--- src/rtl/fpu_norm_pkg.sv ---
// Shared types and sizing helpers for the FPU normalisation-shift unit.
package fpu_norm_pkg;

  // Widest mantissa (excluding carry) the result record can carry.
  localparam int MAX_MANT_W  = 63;
  localparam int RES_MANT_W  = MAX_MANT_W + 1;
  localparam int MAX_SHIFT_W = 8;

  function automatic int calc_shift_w(input int mant_w);
    return $clog2(mant_w + 1);
  endfunction

  function automatic int num_chunks(input int mant_w, input int chunk_w);
    return (mant_w + chunk_w - 1) / chunk_w;
  endfunction

  // Normalisation result, sized for the widest supported mantissa; narrower
  // instances use the low bits of each field.
  typedef struct packed {
    logic [MAX_SHIFT_W-1:0] shift;
    logic                   right;
    logic [MAX_MANT_W:0]    mant;
    logic                   sticky;
    logic                   zero;
    logic                   clamped;
  } norm_res_t;

endpackage

--- src/rtl/fpu_norm_shift_pipe_lzc_chunk.sv ---
// Leading-one detector for one chunk: found flag plus zeros above the one.
module lzc_chunk #(
  parameter int W     = 8,
  parameter int POS_W = 3
) (
  input  logic [W-1:0]     bits,
  output logic             found,
  output logic [POS_W-1:0] pos
);

  // Scan from the chunk MSB downward; the first set bit wins.
  always_comb begin
    found = 1'b0;
    pos   = '0;
    for (int unsigned i = 0; i < W; i++) begin
      if (!found && bits[W-1-i]) begin
        found = 1'b1;
        pos   = POS_W'(i);
      end
    end
  end

endmodule

--- src/rtl/fpu_norm_shift_pipe.sv ---
// Two-stage normalisation shifter for the FPU add/sub mantissa path.
module fpu_norm_shift_pipe
  import fpu_norm_pkg::*;
#(
  parameter int MANT_W  = 53,
  parameter int CHUNK_W = 8,
  parameter int SHIFT_W = calc_shift_w(MANT_W)
) (
  input  logic               clk,
  input  logic               rst_n,
  input  logic               in_valid,
  output logic               in_ready,
  input  logic [MANT_W:0]    in_mant,
  input  logic               in_add,
  input  logic [SHIFT_W-1:0] in_limit,
  output logic               out_valid,
  input  logic               out_ready,
  output logic [SHIFT_W-1:0] out_shift,
  output logic               out_right,
  output logic [MANT_W:0]    out_mant,
  output logic               out_sticky,
  output logic               out_zero,
  output logic               out_clamped
);

  localparam int NCH   = num_chunks(MANT_W, CHUNK_W);
  localparam int POS_W = $clog2(CHUNK_W);

  logic             s1_advance;
  logic             s1_valid;
  logic [MANT_W:0]  s1_mant;
  logic             s1_add;
  logic [SHIFT_W-1:0] s1_limit;
  logic [NCH-1:0]   s1_found;
  logic [POS_W-1:0] s1_pos [NCH];

  logic [NCH-1:0]   c_found;
  logic [POS_W-1:0] c_pos [NCH];

  logic             s2_valid;
  norm_res_t        res_q;
  norm_res_t        res_d;

  logic [SHIFT_W-1:0] lz;
  logic [SHIFT_W-1:0] shamt;
  logic [MANT_W:0]    sh_mant;
  logic               hit;
  logic               unused_res_hi;

  assign s1_advance = !s2_valid || out_ready;
  assign in_ready   = !s1_valid || s1_advance;

  // Chunks are cut from the MSB side; the last one absorbs any remainder.
  for (genvar k = 0; k < NCH; k++) begin : g_chunk
    localparam int HI     = MANT_W - 1 - k * CHUNK_W;
    localparam int LO_RAW = MANT_W - (k + 1) * CHUNK_W;
    localparam int LO     = (LO_RAW > 0) ? LO_RAW : 0;
    lzc_chunk #(
      .W    (HI - LO + 1),
      .POS_W(POS_W)
    ) u_lzc (
      .bits (in_mant[HI:LO]),
      .found(c_found[k]),
      .pos  (c_pos[k])
    );
  end

  // Stage 1: capture the beat and its per-chunk search results on accept.
  always_ff @(posedge clk) begin
    if (!rst_n) begin
      s1_valid <= 1'b0;
      s1_mant  <= '0;
      s1_add   <= 1'b0;
      s1_limit <= '0;
      s1_found <= '0;
      for (int unsigned k = 0; k < NCH; k++) s1_pos[k] <= '0;
    end else if (in_ready) begin
      s1_valid <= in_valid;
      if (in_valid) begin
        s1_mant  <= in_mant;
        s1_add   <= in_add;
        s1_limit <= in_limit;
        s1_found <= c_found;
        for (int unsigned k = 0; k < NCH; k++) s1_pos[k] <= c_pos[k];
      end
    end
  end

  // Stage 2 datapath: merge chunk results into lz, clamp, and shift.
  always_comb begin
    res_d   = '0;
    hit     = 1'b0;
    lz      = SHIFT_W'(MANT_W);
    shamt   = '0;
    sh_mant = '0;
    for (int unsigned k = 0; k < NCH; k++) begin
      if (!hit && s1_found[k]) begin
        hit = 1'b1;
        lz  = SHIFT_W'(k * CHUNK_W) + SHIFT_W'(s1_pos[k]);
      end
    end
    if (s1_add) begin
      if (s1_mant[MANT_W]) begin
        res_d.right  = 1'b1;
        res_d.shift  = MAX_SHIFT_W'(1);
        res_d.mant   = RES_MANT_W'(s1_mant >> 1);
        res_d.sticky = s1_mant[0];
      end else begin
        res_d.mant = RES_MANT_W'(s1_mant);
        res_d.zero = !hit;
      end
    end else if (!hit) begin
      res_d.zero = 1'b1;
    end else begin
      shamt         = (lz > s1_limit) ? s1_limit : lz;
      sh_mant       = s1_mant << shamt;
      res_d.shift   = MAX_SHIFT_W'(shamt);
      res_d.mant    = RES_MANT_W'(sh_mant);
      res_d.clamped = (lz > s1_limit);
    end
  end

  // Stage 2 register: refill whenever stage 2 is empty or being drained.
  always_ff @(posedge clk) begin
    if (!rst_n) begin
      s2_valid <= 1'b0;
      res_q    <= '0;
    end else if (s1_advance) begin
      s2_valid <= s1_valid;
      if (s1_valid) res_q <= res_d;
    end
  end

  assign out_valid   = s2_valid;
  assign out_shift   = res_q.shift[SHIFT_W-1:0];
  assign out_right   = res_q.right;
  assign out_mant    = res_q.mant[MANT_W:0];
  assign out_sticky  = res_q.sticky;
  assign out_zero    = res_q.zero;
  assign out_clamped = res_q.clamped;

  // Upper bits of the shared result record are always zero here.
  assign unused_res_hi = ^{res_q.shift[MAX_SHIFT_W-1:SHIFT_W],
                           res_q.mant[MAX_MANT_W:MANT_W+1]};

endmodule

--- config.mk ---
export PLATFORM = sky130hd
export DESIGN_NAME = fpu_norm_shift_pipe
export DESIGN_NICKNAME = d
export VERILOG_FILES = /design/src/rtl/fpu_norm_pkg.sv /design/src/rtl/fpu_norm_shift_pipe_lzc_chunk.sv /design/src/rtl/fpu_norm_shift_pipe.sv
export SDC_FILE = /design/constraint.sdc
export NUM_CORES = 1
export LEC_CHECK = 0
export CAP_MARGIN = 5
export CORE_AREA = 3 3 167 169
export CTS_BUF_LIST = sky130_fd_sc_hd__clkbuf_2 sky130_fd_sc_hd__clkbuf_4 sky130_fd_sc_hd__clkbuf_8
export CTS_CLUSTER_DIAMETER = 100
export DETAILED_ROUTE_END_ITERATION = 10
export DIE_AREA = 0 0 170 172
export DONT_BUFFER_PORTS = 1
export PLACE_DENSITY = 0.62
export SYNTH_ARGS = -nofsm -noshare
export SYNTH_HDL_FRONTEND = slang
export SYNTH_SLANG_ARGS = --single-unit
--- constraint.sdc ---
create_clock -name clk -period 5.9 [get_ports clk]
set_clock_uncertainty 0.1 [all_clocks]
set_input_delay 0.295 -clock clk [delete_from_list [all_inputs] [get_ports clk]]
set_output_delay 0.295 -clock clk [all_outputs]
set_load 0.05 [all_outputs]
# == Word-level counts from Yosys, hierarchy flattened ==
# Memories as Yosys holds them, arrays and structs flattened.
# Index checks and enable logic that the tools add are counted.
# classes
add_sub_neg,6
magnitude_cmp,1
n_shift,1
muxes,140
bitwise_logic,7
reduce_logical,111
# ops
op,n
$mux W54,2
$mux W3,32
$mux W1,80
$mux W6,10
$logic_not A1 Y1,55
$shl A54 B6 Y54,1
$mux W53,1
$logic_and A1 B1 Y1,52
$mux W2,15
$add A5 B3 Y6 const A,2
$add A6 B3 Y6 const A,2
$or A1 B1 Y1,7
$add A5 B4 Y6 const A,1
$gt A6 B6 Y1,1
$add A4 B3 Y5 const A,1
$reduce_and A2 Y1,2
$logic_or A1 B1 Y1,2
# word_totals
ff_bits,134
ram_bits,21
output_inout_bits,66
elab_cells,279
memories,1
# mem_list
name,depth,width,read_ports,rd_clocked_by_memory_dff,wr,line,rtl
s1_pos,7,3,7,0,7,fpu_norm_shift_pipe.sv:35,logic [POS_W-1:0] s1_pos [NCH];

# == Longest topological paths before layout ==
# logic_depth
depth_word,24
mapped_depth,20

# == Modules after synthesis ==
# Synthesis repeated with hierarchy kept, for this count alone.
# hier_totals
cells_unflattened,1354
area_unflattened_um2,11110.7
# modules_own_cells
module,instances,cells_per_inst,area_per_inst_um2
fpu_norm_shift_pipe,1,1262,10558.9
lzc_chunk (g_chunk[0].u_lzc ...),6,14,83.8
lzc_chunk (g_chunk[6].u_lzc),1,8,48.8

# == Worst setup path after synthesis ==
# OpenSTA, ideal clock, no wires.
# synth_timing
path_kind,register to register
start,reg s1_found[2]
end,reg res_q (netlist bit out_mant[21])
setup_ns,0.123
arrival_ns,4.230
setup_slack_ns,1.447
stages_incl_launch_ff,17
n_path_buf,2
cell_sequence,dfxtp_1 -> and3b_1 -> a2111oi_2 -> o22ai_4 -> and2_1 -> ha_1 -> nor2b_1 -> o31ai_1 -> a21o_1 -> buf_2 -> mux2i_2 -> clkbuf_1 -> nand2_1 -> a31oi_1 -> o221ai_1 -> a221oi_1 -> nor2_1
# synth_via
elab_chain_len,19
elab_cells_between_ends,24
# synth_rtl
item,line,rtl
from (decl),fpu_norm_shift_pipe.sv:34,logic [NCH-1:0] s1_found;
from (signal assigned),fpu_norm_shift_pipe.sv:83,s1_found <= c_found;
$logic_and A1 B1 Y1 (*),fpu_norm_shift_pipe.sv:97,if (!hit && s1_found[k]) begin
$mux W1,fpu_norm_shift_pipe.sv:97,
$logic_not A1 Y1,fpu_norm_shift_pipe.sv:97,
$logic_and A1 B1 Y1,fpu_norm_shift_pipe.sv:97,
$mux W1,fpu_norm_shift_pipe.sv:97,
$logic_not A1 Y1,fpu_norm_shift_pipe.sv:97,
$logic_and A1 B1 Y1,fpu_norm_shift_pipe.sv:97,
$mux W1,fpu_norm_shift_pipe.sv:97,
[... 3 more ...],--,
$logic_not A1 Y1,fpu_norm_shift_pipe.sv:97,
$logic_and A1 B1 Y1,fpu_norm_shift_pipe.sv:97,
$mux W6,fpu_norm_shift_pipe.sv:97,
$gt A6 B6 Y1,fpu_norm_shift_pipe.sv:115,shamt = (lz > s1_limit) ? s1_limit : lz;
$mux W6,fpu_norm_shift_pipe.sv:115,
$shl A54 B6 Y54,fpu_norm_shift_pipe.sv:116,sh_mant = s1_mant << shamt;
$mux W54 (*),fpu_norm_shift_pipe.sv:112,end else if (!hit) begin
$mux W54 (*),fpu_norm_shift_pipe.sv:102,if (s1_add) begin
to (signal assigned),fpu_norm_shift_pipe.sv:130,if (s1_valid) res_q <= res_d;
to (decl),fpu_norm_shift_pipe.sv:41,norm_res_t res_q;
# Mark *: on every way between the ends. The rest lies on a longest branch, timed or not.
# A chain may end at the register's enable or synchronous reset.

# == Worst setup path in the final report ==
# layout_timing
start,reg s1_found[0]
end,reg res_q (netlist bit out_mant[21])
# layout_via
elab_chain_len,24
elab_cells_between_ends,31
# layout_rtl
item,line
$mux W1,fpu_norm_shift_pipe.sv:97
$logic_not A1 Y1,fpu_norm_shift_pipe.sv:97
$logic_and A1 B1 Y1,fpu_norm_shift_pipe.sv:97
$mux W1,fpu_norm_shift_pipe.sv:97
$logic_not A1 Y1,fpu_norm_shift_pipe.sv:97
$logic_and A1 B1 Y1,fpu_norm_shift_pipe.sv:97
$mux W1,fpu_norm_shift_pipe.sv:97
$logic_not A1 Y1,fpu_norm_shift_pipe.sv:97
[... 8 more ...],--
$logic_not A1 Y1,fpu_norm_shift_pipe.sv:97
$logic_and A1 B1 Y1,fpu_norm_shift_pipe.sv:97
$mux W6,fpu_norm_shift_pipe.sv:97
$gt A6 B6 Y1,fpu_norm_shift_pipe.sv:115
$mux W6,fpu_norm_shift_pipe.sv:115
$shl A54 B6 Y54,fpu_norm_shift_pipe.sv:116
$mux W54 (*),fpu_norm_shift_pipe.sv:112
$mux W54 (*),fpu_norm_shift_pipe.sv:102
# Marked as above.

==> reports/metrics.yaml <==
drt:
  wirelength_um: 46600
  vias_per_cell: 6.56
  dr.pass1.iters: 5
  num_vias: 11000
  drtAntennaViolNets: 0
  post_drt_wl_per_cell_um: 27.8
  drt_iter0_drc: 1241
  route.detailed.drc: 0
sta:
  min_period_ps: 5610
  hold_violations: 1
  final_max_slew_viol_count: 0
  tns_ps: 0
  finalSetupViolCount: 0
  max-slew-margin-rel_pct: 38.0
  tightest_slew_ps: 928
  rsz0062_at_grt: "no"
  max_freq_mhz: 178
  holdWs_ps: -10.2
  finalCritPeriodShare_pct: 95.1
yosys:
  synth.cell_area_mm2: 0.0106
  yosys-top-cells-count: "143 x nand2_1, 138 x mux2i_1, 134 x dfxtp_1"
  yosysWarnings: 0
  synth_xor_area_share_pct: 0
  synth_edf_count: 21
  postSynthAreaPerCell_um2: 8.31
  syn_nets: 1346
  synthFlopType: "dfxtp_1"
  synth.top_cell.area_share_pct: 25.3
  synth_top_area_cell: "dfxtp_1"
  ys_types: 74
  synthCells: 1275
  synthMuxAreaShare_pct: 19.3
  synth_most_common_cell: "nand2_1"
  yosys-top-cells-area: "dfxtp_1 25%, mux2i_1 13%, edfxtp_1 6.0%"
  ys_ff_latch: 155
  yosysSeqAreaShare_pct: 31.3
  synth_top_family_by_area: "compound AO/OA/AOI/OAI gates"
  synth-simple-area-share_pct: 16.3
  synth_compound_area_share_pct: 27.4
  async_flop_share_pct: 0
  synth_adder_area_share_pct: 0.709
clock_network:
  cts_sinks: 155
  clock_latency_ps: 490
  cts_buffer_depth: 2
  tritoncts: "done"
  cts_buffers: 17
  root_buffer: "clkbuf_8"
  clk_pin_slew_ps: 110
  cts_htree_levels: 4
finish:
  final_nets: 1395
  fin_util_pct: 45.5
  drive_above_1_share_pct: 14.3
  area_delta_synth_final_pct: 14.8
  final_cells: 1678
  multi_input_area_mm2: 0.00679
  seq_area_mm2: 0.00332
  diodes: 0
  n_fill_cell: 2667
floorplanning:
  rows: 60
  fp.dieH_um: 172
  boundaryPins: 131
  start_util_pct: 39.6
  die_x_um: 170
  design.die.area_mm2: 0.0292
  core-area_mm2: 0.0267
critical_path:
  r2r_cells: 14
  startpoint_type: "flip-flop"
  setup.worst_path.end: "out_mant[21]"
  worstReg2RegEnd: "out_mant[21]"
  cp-startpoint: "s1_found[0]"
  critical_path_arrival_ps: 5900
  critPathKind: "flip-flop to flip-flop"
  worstPathMaxFanout: 22
  crit_required_ps: 6190
  r2r-start: "s1_found[0]"
  crit_path_end_kind: "flip-flop"
  rrSetupSlack_ps: 290
global_route:
  track_usage_pct: 31.0
  antenna_found_initial: 0
  grt_pass1_wl_um: 68400
  grt_pass1_vias: 10500
  grt_max_degree: 62
  overflow: 0
placed_design:
  dpl.cell_count: 1582
  routabilityCongestion: 1.01
  hpwl_um: 34500
  io_buffers: 0
run_status:
  violations: "negative hold slack"
  status: "finished, violations left"
power_and_ir_drop:
  vdd_drop_max_uv: 132
  p_leak_nw: 4.84
  p_per_area_mw_per_mm2: 362
worst_hold_path:
  hold_path_class: "input port to flip-flop"
flow_run:
  drv_cap: 0
## logic make-up (layout without fill, tap and decap cells)
group           Yosys count  in the layout
mux                     196            196
flops                   155            155
compound gates          417            417
fa+ha+maj                 6              6
buf+inv                 122            184
simple gates            379            379
## routing by layer
layer	routed length, µm	part of all wire [%]	GRT usage [%]
met4	1870	4.0	12.1
met2	21400	46	50.7
met5	0	0	0
met3	3810	8.2	6.45
met1	19500	42	40.4
## worst min path at each step
stage	slack (ps)	endpoint	from	depth (start not counted)
global route	9	s1_pos[5][0]	in_mant[5]	2
floorplan	300	s1_limit[0]	in_limit[0]	2
CTS	0.7	s1_found[3]	in_mant[22]	3
detailed placement	320	s1_limit[4]	in_limit[4]	2
global placement	310	s1_limit[4]	in_limit[4]	2
finish	-10	s1_found[3]	in_mant[22]	3
## final cells by class
type,count,area share (%)
clock buffers,18,1.99
clock inverters,14,1.06
inverters,19,0.597
multi-input cells,998,55.9
flip-flops and latches,155,27.3
well taps,341,3.51
repair buffers,133,9.72
## through the flow
| step | cell area, µm² | total power, mW | setup slack, ps |
|---|---|---|---|
| 6_report | 12200 | 4.40 | 290 |
| 3_3_place_gp | 11100 | 3.48 | 443 |
| 3_5_place_dp | 11100 | 3.47 | 468 |
| 2_1_floorplan | 10600 | 2.70 | 1450 |
| 4_1_cts | 12200 | 4.32 | 459 |
| 5_1_grt | 12200 | 4.55 | 5.88 |
## worst max-delay path, cell delays in order, from the launching register on
cell,delay (ps)
dfxtp_1,430
or4_4,620
a211oi_1,570
nor2_1,100
ha_1,320
o21a_1,110
o31ai_1,90
a21o_1,310
a31oi_4,820
mux2i_1,440
mux2i_1,190
o21ai_1,580
o221ai_1,280
a221oi_1,450
nor2_1,90
## power by group
group	internal, mW	total, mW	leakage (nW)	switching, mW
clock	0.315	0.816	0.189	0.500
sequential	1.15	1.40	1.34	0.251
combinational	0.768	2.18	3.32	1.41
## placed cells by master, fill, tap and decap left out, drive strengths merged, types with 21 or more instances in the layout
master	netlist	layout
nor3	32	32
a221oi	22	22
a21oi	98	98
a22oi	43	43
nand2	143	143
inv	18	27
dfxtp	134	134
edfxtp	21	21
dlygate4sd3	0	63
a22o	50	50
mux2i	141	141
mux2	55	55
buf	35	70
o21ai	74	74
nand3	36	36
nor2	97	97
## state kept, by name, summed over array words and instances, names as in the netlist
register and count:
out_clamped 1, out_mant 54, out_right 1, out_shift 6, out_sticky 1, out_valid 1, out_zero 1, s1_add 1
s1_found 7, s1_limit 6, s1_mant 54, s1_pos 21, s1_valid 1
## what timing repair did
item / 4_1_cts / 5_1_grt
hold buffers: 64 / 0
hold endpoints to repair: 125 / 0
resized for setup: 0 / 0
buffers inserted: 0 / 0
(Power assumes the default switching activity.)
